==> config.mk <==
export PLATFORM = sky130hd
export DESIGN_NAME = nibble_serial_adder
export DESIGN_NICKNAME = d
export VERILOG_FILES = /design/src/rtl/nibble_serial_adder.sv
export SDC_FILE = /design/constraint.sdc
export NUM_CORES = 1
export LEC_CHECK = 0
export ABC_AREA = 1
export CAP_MARGIN = 20
export CORE_ASPECT_RATIO = 1.25
export CORE_MARGIN = 4
export CORE_UTILIZATION = 53
export CTS_CLUSTER_SIZE = 20
export DETAILED_ROUTE_END_ITERATION = 16
export GPL_TIMING_DRIVEN = 0
export PLACE_DENSITY = 0.94
export SYNTH_ARGS = -nofsm -noshare
export SYNTH_HDL_FRONTEND = slang
export SYNTH_SLANG_ARGS = --single-unit
==> constraint.sdc <==
create_clock -name clk -period 4 [get_ports clk]
set_input_delay 0.6 -clock clk [delete_from_list [all_inputs] [get_ports clk]]
set_output_delay 0.6 -clock clk [all_outputs]
set_load 0.02 [all_outputs]
==> src/rtl/nibble_serial_adder.sv <==
// nibble_serial_adder: multi-precision adder that reuses one 4-bit ripple
// slice over WIDTH/4 cycles, chaining the carry through c_r between nibbles.
// Optional feature macro: SUBTRACT_EN (enables a-b via the sub input).
//
// Ports:
//   clk        clock, all state changes on the rising edge
//   rst_n      synchronous active-low reset
//   in_valid   operands a/b/sub valid          in_ready  accepting (IDLE only)
//   a, b       WIDTH-bit operands              sub       1 = a-b (SUBTRACT_EN)
//   out_valid  sum/cout hold a result          out_ready consumer accepts
//   sum        registered WIDTH-bit result     cout      carry out of top nibble
//   busy       operation in progress (RUN or DONE)
module nibble_serial_adder #(
  parameter int unsigned WIDTH = 16
) (
  input  logic             clk,
  input  logic             rst_n,
  input  logic             in_valid,
  output logic             in_ready,
  input  logic [WIDTH-1:0] a,
  input  logic [WIDTH-1:0] b,
  input  logic             sub,
  output logic             out_valid,
  input  logic             out_ready,
  output logic [WIDTH-1:0] sum,
  output logic             cout,
  output logic             busy
);

  localparam int unsigned NIBBLES = WIDTH / 4;
  localparam int unsigned CNT_W   = (NIBBLES > 1) ? $clog2(NIBBLES) : 1;
  localparam int unsigned IDX_W   = CNT_W + 2;

  typedef enum logic [1:0] {
    IDLE = 2'd0,
    RUN  = 2'd1,
    DONE = 2'd2
  } state_t;

  state_t           state;
  state_t           state_next;
  logic [WIDTH-1:0] a_r;
  logic [WIDTH-1:0] b_r;
  logic [CNT_W-1:0] cnt;
  logic             c_r;

  logic             accept;
  logic             last;
  logic [IDX_W-1:0] base;
  logic [3:0]       nib_a;
  logic [3:0]       nib_b;
  logic [3:0]       s4;
  logic             c_next;
  logic [WIDTH-1:0] b_load;
  logic             c_init;

  // Operand conditioning at the handshake: subtraction is a + ~b + 1
`ifdef SUBTRACT_EN
  assign b_load = sub ? ~b : b;
  assign c_init = sub;
`else
  logic unused_sub;
  assign unused_sub = sub;
  assign b_load     = b;
  assign c_init     = 1'b0;
`endif

  assign accept = in_valid && (state == IDLE);
  assign last   = (cnt == CNT_W'(NIBBLES - 1));
  assign base   = {cnt, 2'b00};
  assign nib_a  = a_r[base +: 4];
  assign nib_b  = b_r[base +: 4];

  // 4-bit ripple full-adder slice shared by all nibbles
  always_comb begin
    logic carry;
    s4    = '0;
    carry = c_r;
    for (int i = 0; i < 4; i++) begin
      s4[i] = nib_a[i] ^ nib_b[i] ^ carry;
      carry = (nib_a[i] & nib_b[i]) | (carry & (nib_a[i] ^ nib_b[i]));
    end
    c_next = carry;
  end

  // State register
  always_ff @(posedge clk) begin
    if (!rst_n) begin
      state <= IDLE;
    end else begin
      state <= state_next;
    end
  end

  // Next-state logic
  always_comb begin
    state_next = state;
    case (state)
      IDLE:    if (in_valid)  state_next = RUN;
      RUN:     if (last)      state_next = DONE;
      DONE:    if (out_ready) state_next = IDLE;
      default: state_next = IDLE;
    endcase
  end

  // Handshake/status outputs decoded from the state register
  always_comb begin
    in_ready  = 1'b0;
    out_valid = 1'b0;
    busy      = 1'b0;
    case (state)
      IDLE: in_ready = 1'b1;
      RUN:  busy     = 1'b1;
      DONE: begin
        out_valid = 1'b1;
        busy      = 1'b1;
      end
      default: ;
    endcase
  end

  // Datapath: operand latch, nibble counter, carry chain register, result
  always_ff @(posedge clk) begin
    if (!rst_n) begin
      a_r  <= '0;
      b_r  <= '0;
      cnt  <= '0;
      c_r  <= 1'b0;
      sum  <= '0;
      cout <= 1'b0;
    end else if (accept) begin
      a_r  <= a;
      b_r  <= b_load;
      cnt  <= '0;
      c_r  <= c_init;
      sum  <= '0;
    end else if (state == RUN) begin
      sum[base +: 4] <= s4;
      c_r            <= c_next;
      cnt            <= cnt + CNT_W'(1);
      // Top carry goes to cout only; it is never folded into sum
      if (last) cout <= c_next;
    end
  end

endmodule

==> reports/qor.txt, run 1 <==
crit-path cells: buf_2 > clkinv_1 > a21oi_1 > fa_1 > inv_1 > fa_1 > inv_1 > fa_1 > inv_1 > fa_1 > nand2_1 > nor2_1 > nand2_1 > a21oi_1
critical path's largest stage delay: 0.52 ns
leak pwr: 1.28 nW
worst rel slew slack: 0.743
most frequent cells in the layout: nor2_1 (84), dfxtp_1 (54), clkdlybuf4s50_1 (54)
synth unique cells: 24
Routed wire per std cell: 12.7 microns
worst reg2reg startpoint: cnt[1]
clk slew on worst S/H paths: 0.10 ns
synth warn: 0
Root Buffer: clkbuf_8
Die Ht: 84.7 microns
Max VDD drop: 309 uV
Crit Reg-Reg Endpoint: sum[7]
reg2reg path depth: 14
DR top layer: met4
maxcap violations: 0
Area after DPL: 0.00311 sq mm
fmax: 309 MHz
cts-stage hold buffer count: 0
Std-Cell Rows: 27
most common cell after layout, fill and taps aside: nor2_1
Setup Total Neg Slack: 0 ns
drt drc: 0
Critical Path Sink Type: flip-flop
cell count after synthesis: 335
core area: 0.00449 sq mm
post-synthesis net count: 385
Crit-path slowest cell: fa_1
first-pass GRT wire length: 9650 microns
Clk Latency, worst-skew pair: 0.32 ns
post-CTS resize count: 0
I/O Pins: 57
path type of the worst setup path: flip-flop to flip-flop
Mean Syn Cell Area: 7.45 sq um
Post-CTS Setup Bufs: 0
actual slew at the worst max-slew pin: 0.385 ns
Max Slew Vio Count: 0
CTS Sinks: 54
Max FO, Critical Path: 11
fin crit share: 0.808
ratio of cells with drive above 1 in the final layout: 0.0730
chip width: 69.4 microns
clock buffer depth: 2
Synth area leaders: dfxtp_1 (43%), nor2_1 (13%), o21ai_0 (8.6%), nand2_1 (6.8%), a21oi_1 (5.4%)
H-tree depth: 2
GP Congestion: 0.884
Vias/cell: 5.19
startpoint class of the critical path: flip-flop
most used cell, CP: fa_1
WL met3: 341 microns
met2 wire length: 3060 microns
drt first pass iters: 5
Post-DP HPWL: 4330 microns
minimum clock period: 3.23 ns
final setup skew: 0.00964 ns
number of port buffers: 54
M1 WL: 2190 microns
Post-DRT Antenna Nets: 0
Yosys reg bits: 54
Setup crit start: cnt[1]
initial antenna violation count: 0
Final Hold Vio Count: 0
PwrDens: 584 mW/mm^2
GRT Residual Overflow: 0
final setup fails: 0
Initial Util: 0.556
status: finished, final reports clean
CP Data Arrival Time: 3.48 ns
RSZ-0062 raised after global routing: no
Area Growth Syn to Fin: 28.8%
Seq/Total Area, Yosys: 0.433
post-route cell area: 0.00322 sq mm
DR iter-0 viols: 146
vias in the first global route: 2221
CTS tree: done
Tot GR Track Use: 0.202
nets@finish: 446
# diodes: 0
clock buffer count from CTS: 5
post-synth top area cell: dfxtp_1
Mapped Area: 0.00250 sq mm
total wire length: 5800 microns
routed via count: 2363
largest net degree at the start of global routing: 17
R2R Setup Slk: 0.77 ns
Min-Delay Path Class: flip-flop to flip-flop
Req. time, crit path: 4.25 ns
die area: 0.00588 sq mm
top cell type's share of synthesized area: 0.433
CP Capture Point: sum[7]
## Yosys cell counts
| library cell | instances |
|---|---|
| o21ai_0 | 43 |
| buf_4 | 2 |
| inv_2 | 2 |
| nor3_2 | 2 |
| nand3_1 | 4 |
| nand2_4 | 1 |
| nor2_2 | 1 |
| o21ai_1 | 6 |
| a31oi_1 | 1 |
| clkinv_1 | 1 |
| buf_6 | 6 |
| ha_1 | 9 |
| fa_1 | 4 |
| nand2_2 | 3 |
| inv_1 | 21 |
| nand3b_1 | 2 |
| nor2_1 | 84 |
| a21oi_1 | 27 |
| nand4_1 | 4 |
| o22ai_1 | 4 |
| nand2_1 | 45 |
| clkbuf_1 | 5 |
| buf_2 | 4 |
| dfxtp_1 | 54 |
## state kept, by name (all words and copies together) (netlist names)
name and cells:
cout 1, a_r 16, c_r 1, cnt 2, sum 16, state 2, b_r 16
## routing by layer
metal	up-vias	GRT usage
met2	93	0.374
met5	-	0
li1	1199	-
met1	1051	0.209
met4	0	0.107
met3	20	0.0455
## critical path, delay by kind of cell, from the launching register on
| family | cells | cell delay (ns) |
|---|---|---|
| AOI/OAI and AO/OA | 2 | 0.46 |
| buffers and inverters | 5 | 0.78 |
| and+or+nand+nor | 3 | 0.29 |
| DFF | 1 | 0.39 |
| adders and majority gates | 4 | 1.25 |
## kinds of logic after synthesis
| group | count (synthesis) | synth area share |
|---|---|---|
| AO/OA/AOI/OAI | 81 | 0.165 |
| adder cells (fa/ha/maj) | 13 | 0.0772 |
| buffers and inverters | 41 | 0.0847 |
| flip-flops | 54 | 0.433 |
| AND/OR/NAND/NOR | 146 | 0.240 |
## cell type report
class	instances	area, sq um
plain buffers	17	121
clock buffers	7	96.3
clock inverters	1	8.76
fillers	362	1280
inverters	24	90.1
multi-input cells	240	1200
flip-flops and latches	54	1080
well taps	58	72.6
repair buffers	54	541
## worst min path at each step
stage                       from  endpoint  slack, ns  cells past startpoint
after global placement    a_r[2]    a_r[2]       0.43                      2
after floorplan           a_r[0]    a_r[0]       0.42                      2
after CTS                 a_r[0]    a_r[0]       0.45                      2
after global routing      sum[8]    sum[8]       0.48                      2
final                     a_r[0]    a_r[0]       0.45                      2
after detailed placement  b_r[2]    b_r[2]       0.44                      2
## power by group
| group | switching (mW) | internal [mW] |
|---|---|---|
| clock network | 0.180 | 0.159 |
| logic | 0.507 | 0.327 |
| registers | 0.0582 | 0.647 |
| total | 0.745 | 1.13 |
## per-stage QoR
stage | power, mW | hold WS (ns) | util | cells | worst slack (ns)
after floorplan | 1.30 | 0.424 | - | 335 | 1.33
after global placement | 1.51 | 0.434 | 0.692 | 447 | 0.936
after detailed placement | 1.54 | 0.441 | 0.692 | 447 | 0.837
after CTS | 1.87 | 0.452 | 0.716 | 455 | 0.795
after global routing | 2.01 | 0.483 | 0.716 | 455 | 0.503
final | 1.88 | 0.454 | 0.716 | 455 | 0.766
(Power assumes the default switching activity.)
==> run 2: changes to the inputs <==
--- a/config.mk
+++ b/config.mk
@@ -9,11 +9,11 @@
 export CAP_MARGIN = 20
 export CORE_ASPECT_RATIO = 1.25
 export CORE_MARGIN = 4
-export CORE_UTILIZATION = 53
+export CORE_UTILIZATION = 50
 export CTS_CLUSTER_SIZE = 20
 export DETAILED_ROUTE_END_ITERATION = 16
 export GPL_TIMING_DRIVEN = 0
-export PLACE_DENSITY = 0.94
+export PLACE_DENSITY = 0.9
 export SYNTH_ARGS = -nofsm -noshare
 export SYNTH_HDL_FRONTEND = slang
 export SYNTH_SLANG_ARGS = --single-unit
==> constraint.sdc (replaced) <==
create_clock -name clk -period 3.1 [get_ports clk]
set_input_delay 0.465 -clock clk [delete_from_list [all_inputs] [get_ports clk]]
set_output_delay 0.465 -clock clk [all_outputs]
set_load 0.02 [all_outputs]
==> reports/qor.txt, run 2 (synthesis gave the netlist of run 1 again) <==
leak pwr: 1.30 nW
drt drc: 0
most common cell after layout, fill and taps aside: nor2_1
final setup skew: 0.00680 ns
die area: 0.00620 sq mm
ratio of cells with drive above 1 in the final layout: 0.0831
Max Slew Vio Count: 0
most frequent cells in the layout: nor2_1 (83), clkdlybuf4s50_1 (54), dfxtp_1 (53)
startpoint class of the critical path: flip-flop
Req. time, crit path: 3.30 ns
PwrDens: 783 mW/mm^2
maxcap violations: 0
Min-Delay Path Class: flip-flop to flip-flop
Routed wire per std cell: 12.7 microns
DR iter-0 viols: 137
Root Buffer: clkbuf_8
clock buffer depth: 2
Area Growth Syn to Fin: 31.1%
I/O Pins: 57
Comb pwr share: 0.421
chip width: 71.2 microns
Vias/cell: 5.19
path type of the worst setup path: flip-flop to flip-flop
GRT Residual Overflow: 0
final setup fails: 0
CTS tree: done
status: finished, final reports clean
RSZ-0062 raised after global routing: no
Max VDD drop: 406 uV
core area: 0.00480 sq mm
drt first pass iters: 5
Clk Latency, worst-skew pair: 0.31 ns
routed via count: 2371
Max FO, Critical Path: 10
hold-critical path depth: 2
nets@finish: 446
clk slew on worst S/H paths: 0.09 ns
fin crit share: 0.953
CP Data Arrival Time: 3.16 ns
Post-CTS Setup Bufs: 0
Area after DPL: 0.00311 sq mm
post-route cell area: 0.00327 sq mm
first-pass GRT wire length: 9750 microns
worst rel slew slack: 0.756
H-tree depth: 2
Worst Slack Setup Final: 0.147 ns
Post-DP HPWL: 4390 microns
actual slew at the worst max-slew pin: 0.366 ns
Post-DRT Antenna Nets: 0
Final Hold Vio Count: 0
DP Worst Slack: -0.0356 ns
vias in the first global route: 2297
largest net degree at the start of global routing: 17
reg2reg path depth: 14
sw frac: 0.372
fmax: 339 MHz
clock share of power: 0.223
Setup Total Neg Slack: 0 ns
Initial Util: 0.520
biggest regs: a_r: 16 flops, b_r: 16 flops, sum: 16 flops
Psw: 0.952 mW
Seq pwr share: 0.356
initial antenna violation count: 0
CTS Sinks: 54
placed cell count: 449
clock buffer count from CTS: 5
Critical Path Sink Type: flip-flop
Std-Cell Rows: 28
internal cell power: 1.61 mW
Tot GR Track Use: 0.197
minimum clock period: 2.95 ns
Die Ht: 87.0 microns
total wire length: 5830 microns
GP Congestion: 0.892
# diodes: 0
number of port buffers: 54
fin cells: 457
[run 2: final timing paths]
path,end,slack (ns),from
worst max-delay path,sum[11],0.15,cnt[1]
worst min-delay path,b_r[2],0.45,b_r[2]
worst max register to register,sum[11],0.15,cnt[1]
worst min register to register,b_r[2],0.45,b_r[2]
[run 2: timing repair]
item,CTS,global route
hold buffers,0,0
gates cloned,0,0
resized for setup,1,8
endpoints found under the setup margin,3,6
[run 2: cell type report]
class / count / area [sq um]
fillers: 435 / 1530
multi-input cells: 240 / 1210
flip-flops and latches: 54 / 1080
repair buffers: 54 / 541
plain buffers: 17 / 126
inverters: 24 / 92.6
clock buffers: 6 / 82.6
well taps: 60 / 75.1
clock inverters: 2 / 60.1
[run 2: through the flow]
| stage | hold slack [ns] | util | power, mW |
|---|---|---|---|
| 5_1_grt | 0.467 | 0.682 | 2.74 |
| 3_5_place_dp | 0.439 | 0.649 | 1.99 |
| 3_3_place_gp | 0.432 | 0.649 | 1.95 |
| 2_1_floorplan | 0.424 | - | 1.67 |
| 4_1_cts | 0.454 | 0.679 | 2.55 |
| 6_report | 0.452 | 0.682 | 2.56 |
[run 2: critical path: stages, from the launching register on]
cell	delay, ns
dfxtp_1	0.38
buf_2	0.26
o21ai_0	0.13
nor2_1	0.15
a21oi_2	0.06
fa_1	0.39
inv_1	0.07
fa_1	0.16
inv_1	0.05
fa_1	0.36
inv_1	0.07
fa_1	0.45
nand2_1	0.14
nand3b_1	0.11
a21oi_1	0.06
[run 2: power by group through the flow]
stage	clock network [mW]	logic [mW]	registers [mW]
after floorplan	0	0.756	0.917
after global placement	0	1.03	0.919
after detailed placement	0	1.06	0.925
after CTS	0.575	1.07	0.909
after global routing	0.606	1.21	0.930
final	0.571	1.08	0.912
[run 2: metal layers]
metal	track usage	wire length, microns	vias to the layer above	share of wire
met5	0	0	-	0
met4	0.0821	114	0	0.020
met3	0.0346	327	12	0.056
met2	0.380	3140	78	0.54
met1	0.206	2250	1075	0.39
li1	-	-	1206	-
==> run 3: changes to the inputs <==
--- a/config.mk
+++ b/config.mk
@@ -13,7 +13,7 @@
 export CTS_CLUSTER_SIZE = 20
 export DETAILED_ROUTE_END_ITERATION = 16
 export GPL_TIMING_DRIVEN = 0
-export PLACE_DENSITY = 0.9
+export PLACE_DENSITY = 0.8
 export SYNTH_ARGS = -nofsm -noshare
 export SYNTH_HDL_FRONTEND = slang
 export SYNTH_SLANG_ARGS = --single-unit
==> reports/qor.txt, run 3 (synthesis gave the netlist of run 1 again) <==
nets@finish: 446
Die Ht: 87.0 microns
Area Growth Syn to Fin: 28.3%
internal cell power: 1.42 mW
Crit Reg-Reg Endpoint: sum[11]
Hold Path Sink: a_r[0]
largest net degree at the start of global routing: 15
Post-DRT Antenna Nets: 0
chip width: 71.2 microns
CTS tree: done
min-delay src: a_r[0]
minimum clock period: 2.93 ns
final setup fails: 0
number of port buffers: 54
sw frac: 0.396
Routed wire per std cell: 12.1 microns
most used cell, CP: fa_1
first-pass GRT wire length: 9090 microns
Min-Delay Path Class: flip-flop to flip-flop
met2 wire length: 2920 microns
CTS Sinks: 54
total wire length: 5530 microns
# diodes: 0
clock buffer count from CTS: 5
Critical Path Sink Type: flip-flop
leak pwr: 1.27 nW
fmax: 341 MHz
die area: 0.00620 sq mm
H-tree depth: 2
clk slew on worst S/H paths: 0.09 ns
status: finished, final reports clean
vias in the first global route: 2156
Crit-path slowest cell: dfxtp_2
Root Buffer: clkbuf_8
Final Hold Vio Count: 0
GP Congestion: 0.879
drt drc: 0
WL met3: 267 microns
GRT Residual Overflow: 0
Clk Latency, worst-skew pair: 0.30 ns
Initial Util: 0.520
hold-critical path depth: 2
CP Data Arrival Time: 3.13 ns
Seq pwr share: 0.388
most common cell after layout, fill and taps aside: nor2_1
worst rel slew slack: 0.765
R2R Setup Slk: 0.17 ns
Max FO, Critical Path: 10
Std-Cell Rows: 28
PwrDens: 733 mW/mm^2
core area: 0.00480 sq mm
initial antenna violation count: 0
RSZ-0062 raised after global routing: no
Max Slew Vio Count: 0
Req. time, crit path: 3.30 ns
critical path's largest stage delay: 0.45 ns
routed via count: 2309
Post-DP HPWL: 4240 microns
M1 WL: 2260 microns
actual slew at the worst max-slew pin: 0.352 ns
clock share of power: 0.157
fin crit share: 0.946
worst reg2reg startpoint: cnt[0]
final setup skew: 0.00398 ns
crit-path cells: clkbuf_4 > o21ai_0 > nor2_1 > a21oi_2 > fa_1 > inv_1 > fa_1 > inv_1 > fa_1 > inv_1 > fa_1 > nand2_1 > nand3b_1 > a21oi_1
Tot GR Track Use: 0.180
Comb pwr share: 0.456
biggest regs: a_r: 16 flops, b_r: 16 flops, sum: 16 flops
Max VDD drop: 373 uV
DR iter-0 viols: 113
reg2reg path depth: 14
Psw: 0.930 mW
path type of the worst setup path: flip-flop to flip-flop
drt first pass iters: 4
ratio of cells with drive above 1 in the final layout: 0.0732
clock buffer depth: 2
Vias/cell: 5.06
maxcap violations: 0
placed cell count: 449
most frequent cells in the layout: nor2_1 (84), clkdlybuf4s50_1 (54), dfxtp_1 (53)
fin cells: 456
I/O Pins: 57
startpoint class of the critical path: flip-flop
PnR Total Power: 2.35 mW
DR top layer: met4
[run 3: cell count changes in the layout (fill, tap and decap cells not counted), sizes merged]
cell,change
bufinv,-2
clkbuf,+2
buf,-1
[run 3: worst max-delay path, delay by kind of cell (launching register included)]
family                   cells  cell delay [ns]
AO/OA/AOI/OAI                3             0.23
adder cells (fa/ha/maj)      4             1.33
buffers and inverters        4             0.44
flip-flops                   1             0.45
AND/OR/NAND/NOR              3             0.39
[run 3: layer usage]
metal | global-route usage | vias up
met3 | 0.0277 | 10
met2 | 0.350 | 65
met4 | 0.0530 | 0
met5 | 0 | -
met1 | 0.198 | 1039
li1 | - | 1195
[run 3: what timing repair did]
item	in CTS	in global routing
resized for setup	1	6
buffers inserted	0	0
hold buffers	0	0
setup endpoints to repair	3	4
[run 3: area by class of cell]
| type | instances | area (sq um) |
|---|---|---|
| buffer | 17 | 129 |
| tap | 60 | 75.1 |
| fill | 434 | 1600 |
| multi-input combinational | 240 | 1210 |
| inverter | 24 | 92.6 |
| sequential | 54 | 1080 |
| clock buffer | 7 | 76.3 |
| timing repair buffer | 54 | 541 |
[run 3: per-stage QoR]
step / setup TNS, ns / utilization / worst slack, ns / area (sq um) / hold slack [ns]
2_1_floorplan: 0 / - / 0.425 / 2500 / 0.424
3_3_place_gp: -0.0136 / 0.649 / -0.00719 / 3110 / 0.433
3_5_place_dp: -0.0546 / 0.649 / -0.0265 / 3110 / 0.438
4_1_cts: 0 / 0.665 / 0.0270 / 3190 / 0.454
5_1_grt: 0 / 0.668 / 0.0108 / 3200 / 0.481
6_report: 0 / 0.668 / 0.166 / 3200 / 0.455
[run 3: power by group through the flow]
stage                     Combinational, mW  Sequential (mW)  Clock [mW]
after floorplan                       0.756            0.917           0
after global placement                 1.04            0.923           0
after detailed placement               1.06            0.926           0
after CTS                              1.06            0.909       0.373
after global routing                   1.20            0.926       0.398
final                                  1.07            0.910       0.368
[run 3: worst max-delay path by stage]
stage	startpoint	end	slack, ns
2_1_floorplan	cnt[0]	sum[11]	0.43
3_3_place_gp	cnt[1]	sum[7]	-0.007
3_5_place_dp	cnt[1]	sum[15]	-0.03
4_1_cts	cnt[0]	sum[11]	0.03
5_1_grt	cnt[0]	sum[7]	0.01
6_report	cnt[0]	sum[11]	0.17
